[src/rtl/i2c_master_arbiter.sv]
`default_nettype none
// ============================================================================
// Module      : i2c_master_arbiter
// Description : Round-robin arbiter sharing one i2cmaster between NREQ clients.
// Revision    : 1.0 - initial release
// ============================================================================
module i2c_master_arbiter #(
    parameter int NREQ      = 4,
    parameter int EN_CYCLES = 5,
    parameter int START_TO  = 64,
    parameter int XFER_TO   = 4096
) (
    input  logic                clk,
    input  logic                rst,
    input  logic [NREQ-1:0]     req,
    input  logic [7*NREQ-1:0]   req_addr,
    input  logic [8*NREQ-1:0]   req_data,
    input  logic [NREQ-1:0]     req_rw,
    output logic [NREQ-1:0]     gnt,
    output logic [NREQ-1:0]     done,
    output logic [NREQ-1:0]     err,
    output logic [7:0]          rd_data,
    output logic                busy,
    output logic [6:0]          m_addr,
    output logic [7:0]          m_data_in,
    output logic                m_rw,
    output logic                m_enable,
    input  logic [7:0]          m_data_out,
    input  logic                m_ready
);

    localparam int c_PTR_W = $clog2(NREQ);
    localparam int c_MAX_T = (XFER_TO > START_TO) ? XFER_TO : START_TO;
    localparam int c_CNT_W = $clog2(((c_MAX_T > EN_CYCLES) ? c_MAX_T : EN_CYCLES) + 1);

    localparam logic [c_CNT_W-1:0] c_EN_LAST    = c_CNT_W'(EN_CYCLES - 1);
    localparam logic [c_CNT_W-1:0] c_START_LAST = c_CNT_W'(START_TO - 1);
    localparam logic [c_CNT_W-1:0] c_XFER_LAST  = c_CNT_W'(XFER_TO - 1);
    localparam logic [c_PTR_W-1:0] c_PTR_LAST   = c_PTR_W'(NREQ - 1);

    typedef enum logic [2:0] {
        ST_IDLE       = 3'd0,
        ST_LAUNCH     = 3'd1,
        ST_WAIT_START = 3'd2,
        ST_WAIT_DONE  = 3'd3,
        ST_FINISH     = 3'd4
    } state_t;

    state_t               r_state;
    logic [c_PTR_W-1:0]   r_ptr;
    logic [c_PTR_W-1:0]   r_win;
    logic [c_CNT_W-1:0]   r_cnt;

    int                   w_idx;
    logic [c_PTR_W-1:0]   w_sel;
    logic [c_PTR_W-1:0]   w_win;
    logic [NREQ-1:0]      w_win_oh;
    logic [6:0]           w_addr;
    logic [7:0]           w_data;
    logic                 w_rw;

    // Scan from the far end back toward r_ptr so the closest set bit wins last.
    always_comb begin
        w_idx = 0;
        w_sel = '0;
        w_win = '0;
        for (int k = NREQ - 1; k >= 0; k--) begin
            w_idx = int'(r_ptr) + k;
            if (w_idx >= NREQ) begin
                w_idx = w_idx - NREQ;
            end
            w_sel = c_PTR_W'(w_idx);
            if (req[w_sel]) begin
                w_win = w_sel;
            end
        end
        w_win_oh        = '0;
        w_win_oh[w_win] = 1'b1;
        w_addr = '0;
        w_data = '0;
        w_rw   = 1'b0;
        for (int i = 0; i < NREQ; i++) begin
            if (w_win_oh[i]) begin
                w_addr = req_addr[7*i +: 7];
                w_data = req_data[8*i +: 8];
                w_rw   = req_rw[i];
            end
        end
    end

    always_ff @(posedge clk) begin
        if (rst) begin
            r_state   <= ST_IDLE;
            r_ptr     <= '0;
            r_win     <= '0;
            r_cnt     <= '0;
            gnt       <= '0;
            done      <= '0;
            err       <= '0;
            rd_data   <= '0;
            busy      <= 1'b0;
            m_addr    <= '0;
            m_data_in <= '0;
            m_rw      <= 1'b0;
            m_enable  <= 1'b0;
        end else begin
            done <= '0;
            err  <= '0;
            case (r_state)
                ST_IDLE: begin
                    if (m_ready && |req) begin
                        gnt       <= w_win_oh;
                        r_win     <= w_win;
                        m_addr    <= w_addr;
                        m_data_in <= w_data;
                        m_rw      <= w_rw;
                        busy      <= 1'b1;
                        m_enable  <= 1'b1;
                        r_cnt     <= '0;
                        r_state   <= ST_LAUNCH;
                    end
                end
                ST_LAUNCH: begin
                    if (r_cnt == c_EN_LAST) begin
                        m_enable <= 1'b0;
                        r_cnt    <= '0;
                        r_state  <= ST_WAIT_START;
                    end else begin
                        r_cnt <= r_cnt + 1'b1;
                    end
                end
                ST_WAIT_START: begin
                    if (!m_ready) begin
                        r_cnt   <= '0;
                        r_state <= ST_WAIT_DONE;
                    end else if (r_cnt == c_START_LAST) begin
                        err     <= gnt;
                        r_state <= ST_FINISH;
                    end else begin
                        r_cnt <= r_cnt + 1'b1;
                    end
                end
                ST_WAIT_DONE: begin
                    if (m_ready) begin
                        if (m_rw) begin
                            rd_data <= m_data_out;
                        end
                        done    <= gnt;
                        r_state <= ST_FINISH;
                    end else if (r_cnt == c_XFER_LAST) begin
                        err     <= gnt;
                        r_state <= ST_FINISH;
                    end else begin
                        r_cnt <= r_cnt + 1'b1;
                    end
                end
                ST_FINISH: begin
                    gnt     <= '0;
                    busy    <= 1'b0;
                    r_ptr   <= (r_win == c_PTR_LAST) ? '0 : r_win + 1'b1;
                    r_state <= ST_IDLE;
                end
                default: begin
                    r_state <= ST_IDLE;
                end
            endcase
        end
    end

endmodule
`default_nettype wire

[config.mk]
export PLATFORM = sky130hd
export DESIGN_NAME = i2c_master_arbiter
export DESIGN_NICKNAME = d
export VERILOG_FILES = /design/src/rtl/i2c_master_arbiter.sv
export SDC_FILE = /design/constraint.sdc
export NUM_CORES = 1
export LEC_CHECK = 0
export BUFFER_PORTS_ARGS = -buffer_cell sky130_fd_sc_hd__buf_2
export CORE_ASPECT_RATIO = 1.2
export CORE_MARGIN = 3
export CORE_UTILIZATION = 44
export DETAILED_ROUTE_END_ITERATION = 7
export PLACE_DENSITY = 0.74
export REMOVE_ABC_BUFFERS = 1
export SETUP_SLACK_MARGIN = 0.3
export SYNTH_ARGS = -nofsm -noshare
export SYNTH_HDL_FRONTEND = slang
export SYNTH_SLANG_ARGS = --single-unit
[constraint.sdc]
create_clock -name clk -period 1.9 [get_ports clk]
set_input_delay 0.095 -clock clk [delete_from_list [all_inputs] [get_ports clk]]
set_output_delay 0.095 -clock clk [all_outputs]
set_load 0.01 [all_outputs]
Word level (Yosys, flattened, before mapping)
Cells that the tools add are included.

storage, ports and cells
  register bits after elaboration = 58
  input bits = 79
  output and inout bits = 38

operators by class
  add/subtract/negate cells = 9
  magnitude comparators = 10
  equal/unequal tests = 15
  mux-type cells = 56
  bitwise gates (word level) = 2
  reductions and logical operators = 14

operators with widths
  kind                   count
  $mux 13                6
  $pmux 13 s4            1
  $mux 8                 4
  $mux 7                 4
  $mux 4                 5
  $mux 2                 9
  $mux 3                 6
  $pmux 4 s2             2
  $lt 2x3->1 const B     5
  $add 13x1->13 const B  1
  $eq 13x12->1 const B   1
  $eq 13x3->1 const B    1
  $eq 13x6->1 const B    1
  $pmux 3 s4             1
  $mux 1                 11
  $ge 3x3->1 const B     3
  $ne 3x3->1 const B     3
  $bmux 1 s2             4
  $ne 2x2->1 const B     4
  $sub 2x1->2 const B    4
  $add 2x2->3 const B    2
  $eq 3x2->1 const B     2
  $reduce_and 3->1       2
  $reduce_and 5->1       1
  18 further kinds       23

Logic depth before layout (Yosys ltp)
  word-level depth = 17
  gate-level depth with buffers = 8
  mapped depth without buffers = 6

Worst setup path after synthesis
Ideal clock, no wire load.

  kind = reg-to-reg
  from = register r_cnt[3]
  to = register r_cnt[10]
  data arrival time = 1.801 ns
  data required time = 1.834 ns
  setup slack = 0.033 ns
  cell stages (with the launch flop) = 7
  buffers on the path = 1
  cell sequence = dfxtp_1 nand4_1 or4_4 o22a_4 a41o_4 buf_6 a21oi_2

between the ends
  cells in the longest elaborated chain, start to end = 4

RTL lines
  element                     line           RTL
  from (decl)                 52             logic [c_CNT_W-1:0] r_cnt;
  from (signal assigned)      129            r_cnt <= r_cnt + 1'b1;
  from (signal assigned)      140            r_cnt <= r_cnt + 1'b1;
  from (signal assigned)      154            r_cnt <= r_cnt + 1'b1;
  $add 13x1->13               129, 140, 154
  $mux 13 (on tied branches)  150, 136
  $mux 13 (on tied branches)  144, 133
  $pmux 13 s4                 109            case (r_state)

Several ways; a longest one is shown, not always the timed one. The select of a mux whose other input is x is not followed.
A chain may end at the register's enable or synchronous reset.

Worst setup path in the final report
  from = register r_cnt[0]
  to = register r_cnt[1]

Same word-level chain as after synthesis.

==> out/summary.txt <==
status: complete, but fails checks
failing checks: negative setup slack
total track usage: 0.251
core area: 6490 um2
clock share of power: 0.326
RSZ-0062 raised after global routing: yes
die width: 80.9 um
DR iter-0 viols: 253
DRT Pass-1 Iters: 5
part of the power in combinational logic: 0.313
M3 GR Usage: 0.0552
Post-Syn Area: 2960 um2
Routed wire per std cell: 18.6 um
remaining antenna violation count after routing: 0
Chip Height: 95.9 um
Cell Rows: 32
CTS tree: done
initial antenna violation count: 0
Final Max Tran Viols: 0
Slew @ Worst Pin: 0.601 ns
Int Power: 2.66 mW
Port Buffers: 116
Placer Congestion: 0.872
total grt overflow: 0
global-route wire length before repair: 15000 um
Worst Clk Skew: 0.00386 ns
DR vias: 3332
worst slack, placed: -0.0210 ns
fmax: 523 MHz
Worst Path Arrival: 2.18 ns
Slew HR: 0.594
clock transition at the registers of the reported paths: 0.07 ns
top-area cell type share of the netlist area: 0.392
crit path kind: flip-flop to flip-flop
final setup violation count: 4
CTS sink count: 58
Synth Instances: 313
Die Footprint: 7760 um2
share of power burned in registers: 0.361
CP Capture Type: flip-flop
Required @ worst endpoint: 2.17 ns
Top Usage Layer GRT: met2
minimum clock period: 1.91 ns
pin count of the biggest net entering global routing: 25
Max VDD drop: 0.000531 V
Finished Core Util: 0.748
final worst path period share: 1.01
Main synth FF type: dfxtp_1
Root Driver: clkbuf_8
crit start category: flip-flop
Syn Area/Cell: 9.46 um2
sequential area share after synthesis: 0.392
switch share: 0.320
post-synthesis register bit count: 58
asr flop ratio synth: 0
share of post-route cells with drive strength above 1: 0.564
Netlist cell types: 52
hold_ws: 0.0607 ns
Clock Latency Late Sink: 0.34 ns
effective utilization at floorplan: 0.457
DP HPWL: 5980 um
drt total wl: 10600 um
Final Non-Filler Cells: 571
met2 usage: 0.425
Synth Warn #: 0
cts bufs inserted: 9
growth of design area from synthesis to finish: 63.8%
CTS H-Tree Depth: 3
vias in the first global route: 3115
final hold vios: 0
Max Cap Violations: 0
FILL cells: 441
# nets final: 563
Remaining DRCs: 0
Seq. cell area: 1200 um2
PwrDens: 807 nW/um2
LEAKAGE: 2.05 nW
diode count: 0
Area contributors post-synth: dfxtp_1 39%, mux2i_1 14%, o221ai_1 4.7%
Clock Tree Buf Depth: 2
post-synth top area cell: dfxtp_1
P_sw: 1.25 mW
Post-synth EDFFs: 0
Final Power: 3.91 mW
Ports: 117
footprint of the multi-input gates: 2080 um2
Setup WS post-layout: -0.0131 ns
crit-path max FO: 6
Hold Crit Class: input pin to flip-flop
DP Cell Count: 517
met1 Resource Use GR: 0.300
vias per cell: 5.84
==> path summary, 6_finish.rpt <==
path                         startpoint  cells after the start  slack (ns)                   endpoint
setup / recovery  r_cnt[0]$_SDFFE_PP0P_                      7       -0.01      r_cnt[1]$_SDFFE_PP0P_
hold / removal             req_data[19]                      3        0.06  m_data_in[3]$_SDFFE_PP0P_
setup reg to reg  r_cnt[0]$_SDFFE_PP0P_                      7       -0.01      r_cnt[1]$_SDFFE_PP0P_
hold reg to reg       busy$_SDFFE_PP0P_                      2        0.46          busy$_SDFFE_PP0P_
==> per-layer routing <==
| layer | part of all wire | vias up |
|---|---|---|
| met5 | 0 | - |
| met4 | 0.021 | 0 |
| met3 | 0.075 | 21 |
| met2 | 0.51 | 178 |
| met1 | 0.39 | 1587 |
| li1 | - | 1546 |
==> through the flow <==
| stage | instance area (um2) | setup TNS, ns |
|---|---|---|
| global placement | 3740 | 0 |
| finish | 4850 | -0.0352 |
| CTS | 4470 | 0 |
| detailed placement | 3740 | -0.0432 |
| floorplan | 2870 | -9.27 |
| global route | 4850 | -0.531 |
==> power groups by stage <==
stage               combinational (mW)  clock (mW)  sequential (mW)
floorplan                        0.415           0             1.45
global placement                 0.793           0             1.42
detailed placement               0.806           0             1.42
CTS                              0.974        1.29             1.40
global route                      1.30        1.37             1.42
finish                            1.22        1.28             1.41
==> state kept, by name, summed over array words and instances, names as in the netlist <==
register / count
r_state: 3
m_enable: 1
done: 4
err: 4
r_ptr: 2
m_rw: 1
rd_data: 8
m_addr: 7
gnt: 4
r_cnt: 13
busy: 1
r_win: 2
m_data_in: 8
==> critical path: stages (launching register included) <==
cell and delay (ns):
dfxtp_4 0.37, ha_4 0.17, nand2b_4 0.06, or4_4 0.55, o22ai_4 0.27, buf_6 0.18, o21ai_0 0.10, a21oi_2 0.14
==> cell usage after synthesis, drive strengths merged (12+ instances only) <==
master / number
dfxtp: 58
mux2i: 41
a21oi: 24
nor2: 19
nand2: 18
nand3b: 18
o221ai: 16
nand3: 14
clkbuf: 12
==> final cells by class <==
cell class | instances | area share
inverter | 8 | 0.00619
multi-input combinational | 230 | 0.428
clock buffer | 11 | 0.0291
tap | 85 | 0.0219
timing repair buffer | 174 | 0.251
clock inverter | 5 | 0.0160
sequential | 58 | 0.248
==> cells by family after synthesis <==
group | count (synthesis) | synth area share
buf+inv | 28 | 0.0418
mux | 41 | 0.139
compound gates | 74 | 0.201
simple gates | 109 | 0.214
flops | 58 | 0.392
fa+ha+maj | 3 | 0.0127
==> what timing repair did <==
item,in CTS,in global routing
hold buffers,8,0
gates resized for setup,55,58
endpoints found under the hold margin,8,0
cloned,4,3
setup buffers,13,10
pin swaps,13,28
setup endpoints to repair,38,51
==> cell usage in the layout (no fill, tap or decap), types with 8 or more instances in the layout <==
cell           instances
buf_2                116
dfxtp_1               41
mux2i_1               31
buf_4                 31
nand3b_1              18
nor2_1                15
a21oi_2               15
nand2_1               14
nand3_1               13
o221ai_1              13
clkbuf_8              10
a21oi_1                9
dfxtp_2                9
and2_1                 8
buf_6                  8
dlygate4sd3_1          8
dfxtp_4                8
Power figures use the tool's default switching activity.
